File: src/rtl/freq_sel_ctrl.sv
// -----------------------------------------------------------------------------
// freq_sel_ctrl
//   Converts two raw push-buttons (up/down) into the registered 2-bit divide
//   selector for the clock divider. Each button is synchronised, debounced and
//   reduced to a single one-cycle press event. The events step the selector
//   with wrap or saturate behaviour, and a one-cycle strobe marks each change.
//
// Ports
//   clk_i         system clock, all flops on posedge
//   rst_i         asynchronous, active-high reset
//   btn_up_i      raw asynchronous up button, active-high
//   btn_down_i    raw asynchronous down button, active-high
//   selector_o    registered divide selector (glitch-free)
//   sel_change_o  one-cycle pulse in the first cycle selector_o holds a new value
//
// Contains freq_sel_debounce (per-button synchroniser + debounce FSM) and the
// top module freq_sel_ctrl.
// -----------------------------------------------------------------------------

// Per-button synchroniser and debounce FSM.
//   clk_i  clock
//   rst_i  asynchronous, active-high reset
//   btn_i  raw asynchronous button
//   evt_o  registered one-cycle press event
module freq_sel_debounce #(
    parameter int DEBOUNCE_CYCLES = 16
) (
    input  logic clk_i,
    input  logic rst_i,
    input  logic btn_i,
    output logic evt_o
);

    localparam int CW = $clog2(DEBOUNCE_CYCLES);
    localparam logic [CW-1:0] CNT_LAST = CW'(DEBOUNCE_CYCLES - 1);

    typedef enum logic [1:0] {
        IDLE      = 2'd0,
        CHK_PRESS = 2'd1,
        PRESSED   = 2'd2,
        CHK_REL   = 2'd3
    } state_t;

    logic          r_sync1;
    logic          r_sync2;
    state_t        r_state;
    logic [CW-1:0] r_cnt;
    logic          r_evt;

    logic w_s;
    assign w_s   = r_sync2;
    assign evt_o = r_evt;

    always_ff @(posedge clk_i or posedge rst_i) begin
        if (rst_i) begin
            r_sync1 <= 1'b0;
            r_sync2 <= 1'b0;
            r_state <= IDLE;
            r_cnt   <= '0;
            r_evt   <= 1'b0;
        end else begin
            r_sync1 <= btn_i;
            r_sync2 <= r_sync1;
            // The event is a single-cycle pulse; only the CHK_PRESS -> PRESSED
            // transition raises it.
            r_evt   <= 1'b0;
            case (r_state)
                IDLE: begin
                    if (w_s) begin
                        r_state <= CHK_PRESS;
                        r_cnt   <= '0;
                    end
                end
                CHK_PRESS: begin
                    if (!w_s) begin
                        r_state <= IDLE;
                    end else if (r_cnt == CNT_LAST) begin
                        r_state <= PRESSED;
                        r_evt   <= 1'b1;
                    end else begin
                        r_cnt <= r_cnt + 1'b1;
                    end
                end
                PRESSED: begin
                    if (!w_s) begin
                        r_state <= CHK_REL;
                        r_cnt   <= '0;
                    end
                end
                CHK_REL: begin
                    // Bounce back to PRESSED without a new event: a held
                    // button never auto-repeats.
                    if (w_s) begin
                        r_state <= PRESSED;
                    end else if (r_cnt == CNT_LAST) begin
                        r_state <= IDLE;
                    end else begin
                        r_cnt <= r_cnt + 1'b1;
                    end
                end
                default: r_state <= IDLE;
            endcase
        end
    end

endmodule

module freq_sel_ctrl #(
    parameter int         DEBOUNCE_CYCLES = 16,
    parameter bit         WRAP            = 1'b1,
    parameter logic [1:0] RESET_SEL       = 2'b00
) (
    input  logic       clk_i,
    input  logic       rst_i,
    input  logic       btn_up_i,
    input  logic       btn_down_i,
    output logic [1:0] selector_o,
    output logic       sel_change_o
);

    logic       w_up_evt;
    logic       w_dn_evt;
    logic [1:0] w_sel_next;
    logic [1:0] r_sel;
    logic       r_chg;

    freq_sel_debounce #(.DEBOUNCE_CYCLES(DEBOUNCE_CYCLES)) u_deb_up (
        .clk_i (clk_i),
        .rst_i (rst_i),
        .btn_i (btn_up_i),
        .evt_o (w_up_evt)
    );

    freq_sel_debounce #(.DEBOUNCE_CYCLES(DEBOUNCE_CYCLES)) u_deb_dn (
        .clk_i (clk_i),
        .rst_i (rst_i),
        .btn_i (btn_down_i),
        .evt_o (w_dn_evt)
    );

    // Simultaneous up and down events cancel; 2-bit arithmetic gives the
    // mod-4 wrap for free.
    always_comb begin
        w_sel_next = r_sel;
        case ({w_up_evt, w_dn_evt})
            2'b10: begin
                if (WRAP || (r_sel != 2'd3)) w_sel_next = r_sel + 2'd1;
            end
            2'b01: begin
                if (WRAP || (r_sel != 2'd0)) w_sel_next = r_sel - 2'd1;
            end
            default: w_sel_next = r_sel;
        endcase
    end

    always_ff @(posedge clk_i or posedge rst_i) begin
        if (rst_i) begin
            r_sel <= RESET_SEL;
            r_chg <= 1'b0;
        end else begin
            r_sel <= w_sel_next;
            // Strobe only on a real value change, so saturated steps are silent.
            r_chg <= (w_sel_next != r_sel);
        end
    end

    assign selector_o   = r_sel;
    assign sel_change_o = r_chg;

endmodule

File: config.mk
export PLATFORM = sky130hd
export DESIGN_NAME = freq_sel_ctrl
export DESIGN_NICKNAME = d
export VERILOG_FILES = /design/src/rtl/freq_sel_ctrl.sv
export SDC_FILE = /design/constraint.sdc
export NUM_CORES = 1
export LEC_CHECK = 0
export CORE_ASPECT_RATIO = 0.75
export CORE_MARGIN = 10
export CORE_UTILIZATION = 35
export DETAILED_ROUTE_END_ITERATION = 8
export DONT_BUFFER_PORTS = 1
export PLACE_DENSITY = 0.47
export SETUP_SLACK_MARGIN = 0.02
export SLEW_MARGIN = 20
export SYNTH_ARGS = -nofsm -noshare
export SYNTH_HDL_FRONTEND = slang
export SYNTH_SLANG_ARGS = --single-unit
File: constraint.sdc
create_clock -name clk_i -period 2.6 [get_ports clk_i]
set_input_delay 0.39 -clock clk_i [delete_from_list [all_inputs] [get_ports clk_i]]
set_output_delay 0.39 -clock clk_i [all_outputs]
set_load 0.01 [all_outputs]
**After elaboration in Yosys (flattened, before gate mapping)**

Cells that the tools add are included.

- Register bits after elaboration: 21
- Output and inout bits: 3
- Bits of input ports: 4
- Logic and storage cells: 78

- Reduce and logical (&&, ||, !) cells: 6
- Multiplexer cells: 33
- $add $sub $neg: 4
- Eq/ne operators: 23

Operators with widths:

| cell | count |
|---|---|
| $mux W4 | 10 |
| $pmux W4 S4 | 2 |
| $mux W2 | 12 |
| $pmux W2 S4 | 2 |
| $reduce_and A4 Y1 | 4 |
| $eq A2 B2 Y1 const B | 5 |
| $add A4 B1 Y4 const B | 2 |
| $eq A4 B4 Y1 const B | 2 |
| $ne A2 B1 Y1 const B | 4 |
| $ne A2 B2 Y1 const B | 4 |
| $eq A2 B1 Y1 const B | 3 |
| $mux W1 | 6 |
| $ne A3 B1 Y1 const B | 2 |
| $ne A3 B3 Y1 const B | 2 |
| $logic_not A2 Y1 | 2 |
| $pmux W2 S2 | 1 |
| $add A2 B1 Y2 const B | 1 |
| $ne A2 B2 Y1 | 1 |
| $sub A2 B1 Y2 const B | 1 |

**Depth between registers and ports, before layout**

- Depth after elaboration: 4
- Mapped depth: 5
- Mapped depth without buffers: 5

**Hierarchy**

Synthesis repeated with hierarchy kept, for this count alone.

- Cells, all modules: 71
- Area total of the unflattened synthesis: 887.1 µm²

Modules (own cells, without submodules):

| module | area each (µm²) | times used | sequential area each (µm²) | cells each |
|---|---|---|---|---|
| freq_sel_debounce | 379.1 | 2 | 225.2 | 30 |
| freq_sel_ctrl | 128.9 | 1 | 75.1 | 11 |

**Least setup slack after synthesis**

Ideal clock, no wire load.

- Path kind: flip-flop to flip-flop
- Start point: register u_deb_up.r_cnt[0]
- End point: register with a tool-made name
- Path buffers: 0
- Path slack: 1290 ps
- Data required time: 2475 ps
- Period minus slack after synthesis: 1310 ps
- Cell stages (with the launch flop): 5
- Data arrival time: 1185 ps
- Setup time: 125 ps
- Cell sequence: dfrtp_1 ha_1 and3_4 nand2_2 mux2_4

RTL lines:

| what | line | RTL |
|---|---|---|
| start: declaration | 47 | `logic [CW-1:0] r_cnt;` |
| start signal: assignment | 81 | `r_cnt <= r_cnt + 1'b1;` |
| start signal: assignment | 98 | `r_cnt <= r_cnt + 1'b1;` |

==> results.md <==
- WL met2: 553 um
- Register area: 525.5 um^2
- Detailed-route vias per instance: 4.760
- Overall Power: roughly 550 uW
- Initial antenna violation count: 0
- Final ANT Viol Nets: 0
- Cell area after synthesis: ~930 um^2
- CP max FO: 5
- WL met1: around 780 um
- IO buf count: 0
- FF+latch count, synth: 21
- Required @ worst endpoint: roughly 2.8 ns
- Synth Area in Adders: under 10%
- Largest family of logic cells by synthesized area: simple AND/OR/NAND/NOR gates
- Synth warn: 0
- Pwr dens: roughly 550 mW/mm^2
- Worst-margin pin slew: about 0.77 ns
- Total gr overflow: 0
- Nature of the critical path startpoint: flip-flop
- Final Cycle Share: 53.72%
- Top Metal Used: met4
- Residual DRC count: 0
- DP Cell Count: roughly 120
- H-tree Lvls: 1
- Worst Setup Slack post-DPL: about 1.2 ns
- IO Pins: 7
- Max-Cap Viols: 0
- Post-Syn Nets: 88
- Clk pwr share: 26.8%
- Hold-fix buffers, CTS: 0
- Die height: between 60 and 70 um
- Non-filler cells, final: between 100 and 150
- GPL Wtd Cong: between 0.7 and 0.8
- Final min period: between 1 and 1.5 ns
- Critical path class: flip-flop to flip-flop
- Layout Skew: 0.004707 ns
- DR pass1 iterations: 4
- Synth cell types: 19
- Post-Synth XOR/XNOR Area: between 8 and 9%
- Gr usage total: about 6.2%
- Fillers: approximately 260
- N_diodes: 0
- Area grow syn2layout: 7.630%
- R2r worst-path depth: 4
- CTS Buf Count: 3
- Mean Syn Cell Area: between 10 and 15 um^2
- # Post-CTS Setup Buffers: 0
- Row cnt: 16
- Worst Setup End Kind: flip-flop
- Worst Hold Class: input pin to async pin
- Commonest cells after routing, fill and taps aside: dfrtp_1, nand3_1, nand2_1, a21oi_1
- Most common cell after layout, fill and taps aside: dfrtp_1
- Setup TNS: 0 ns
- Chip width: between 70 and 80 um
- Sequential area share after synthesis: 56.22%
- Vias in the first global route: between 500 and 600
- Power Internal: between 400 and 500 uW
- DR WL/cell: about 12 um
- Status: finished, final reports clean
- Setup Viol. Count Final: 0
- CTS tree: yes
- Maximum number of pins on one net before global-route repair: 22
- Worst VDD drop: 0.0003206 V
- Switch share: between 20% and 30%
- Max Root-Sink Buffers: 2
- Worst-path clk slew: 0.11 ns
- DR vias: roughly 580
- Drt initial violations: 50
- DIE AREA: roughly 0.0052 mm^2
- RSZ-0062 raised after global routing: false
- Final WL: 1.457 mm
- Final net count: 93
- Multi-input gate area: 397.9 um^2
- Fin. max-slew vios: 0
- Share of cells above drive strength 1: between 10 and 15%
- Sequential power share: around 66%
- Core area: between 0.002 and 0.003 mm^2
- Synth Area in Compound Gates: 7.229%
- Worst skew pair latency: about 0.29 ns
- P_leak: 0.4505 nW
- Slew margin rel.: between 40 and 50%
- CTS Root Cell: clkbuf_4
- Fmax: around 0.72 GHz
- Global-route wire length before repair: 2.518 mm
- Net Sw Power: 131.6 uW
- Post-synthesis simple-gate area fraction: between 10% and 20%
- Final hold violation count: 0
- DPL Wire Length: around 1.0 mm
- Power share of the combinational group: 7.1%
- Met3 Routed Length: ~110 um
- Post-CTS resize count: 0
- Mapped Cells: 81
- Sink Count: 21
- Mux contribution to synthesized area: under 10%
- Initial core utilization: 36.19%
- Final core utilization: just under 40%
- Min setup slack post-route: ~1.2 ns
- CP arrival: around 1.6 ns
path summary, 6_finish.rpt:
path                                   start  slack, ns           endpoint
min reg2reg                 u_deb_dn.r_sync1       0.37   u_deb_dn.r_sync2
max in group asynchronous              rst_i       2.01  u_deb_up.r_cnt[1]
min                                    rst_i       0.11       sel_change_o
max reg2reg                u_deb_up.r_cnt[0]       1.20          flip-flop
max                        u_deb_up.r_cnt[0]       1.20          flip-flop
min in group clk_i                  btn_up_i       0.12   u_deb_up.r_sync1
power groups by stage:
stage	clock [mW]	sequential, mW	combinational (mW)
after global routing	0.172	0.368	0.0467
after floorplan	0	0.365	0.0321
after global placement	0	0.369	0.0393
after CTS	0.164	0.364	0.0405
after detailed placement	0	0.370	0.0401
final	0.147	0.364	0.0391
cell type report:
class                   count  share of cell area [%]
clock buffers               4                   2.612
inverters                   3                   1.119
multi-input cells          57                   39.55
flip-flops and latches     21                   52.24
well taps                  36                   4.478
metal layers:
metal	vias up	global-route usage, %
met4	0	1.339
li1	293	-
met3	2	4.270
met5	-	0
met2	12	6.653
met1	269	9.244
worst max-delay path: stages, from the launching register on:
cell     delay (ns)
dfrtp_1        0.43
ha_1           0.27
and3_4         0.22
nand2_2        0.08
mux2_4         0.29
kinds of logic (layout without fill, tap and decap cells):
family	after synthesis	count (layout)
mux	2	2
flops	21	21
fa+ha+maj	3	3
xor+xnor	7	7
buf+inv	3	7
compound gates	12	12
simple gates	33	33
through the flow:
stage	area, um^2	hold slack [ns]
after global placement	979.7	0.3326
after floorplan	934.6	0.3312
final	1006	0.1083
after CTS	1006	0.09644
after global routing	1006	0.08383
after detailed placement	979.7	0.3426
synth_stat cells:
library cell | number | area, um^2
dfrtp_1 | 21 | 525.5
nand3_1 | 12 | 60.06
nand2_1 | 7 | 26.28
a21oi_1 | 6 | 30.03
o21ai_0 | 4 | 20.02
xnor2_1 | 4 | 35.03
ha_1 | 3 | 37.54
inv_1 | 3 | 11.26
a2bb2oi_1 | 2 | 17.52
and3_4 | 2 | 22.52
mux2_4 | 2 | 30.03
nand2_2 | 2 | 12.51
nand2b_1 | 2 | 12.51
nand4_1 | 2 | 12.51
nand4b_1 | 2 | 17.52
nor2_1 | 2 | 7.510
nor3b_1 | 2 | 15.01
xor2_2 | 2 | 32.53
xor2_1 | 1 | 8.760
Note: power is estimated with default switching activity, not from simulation.
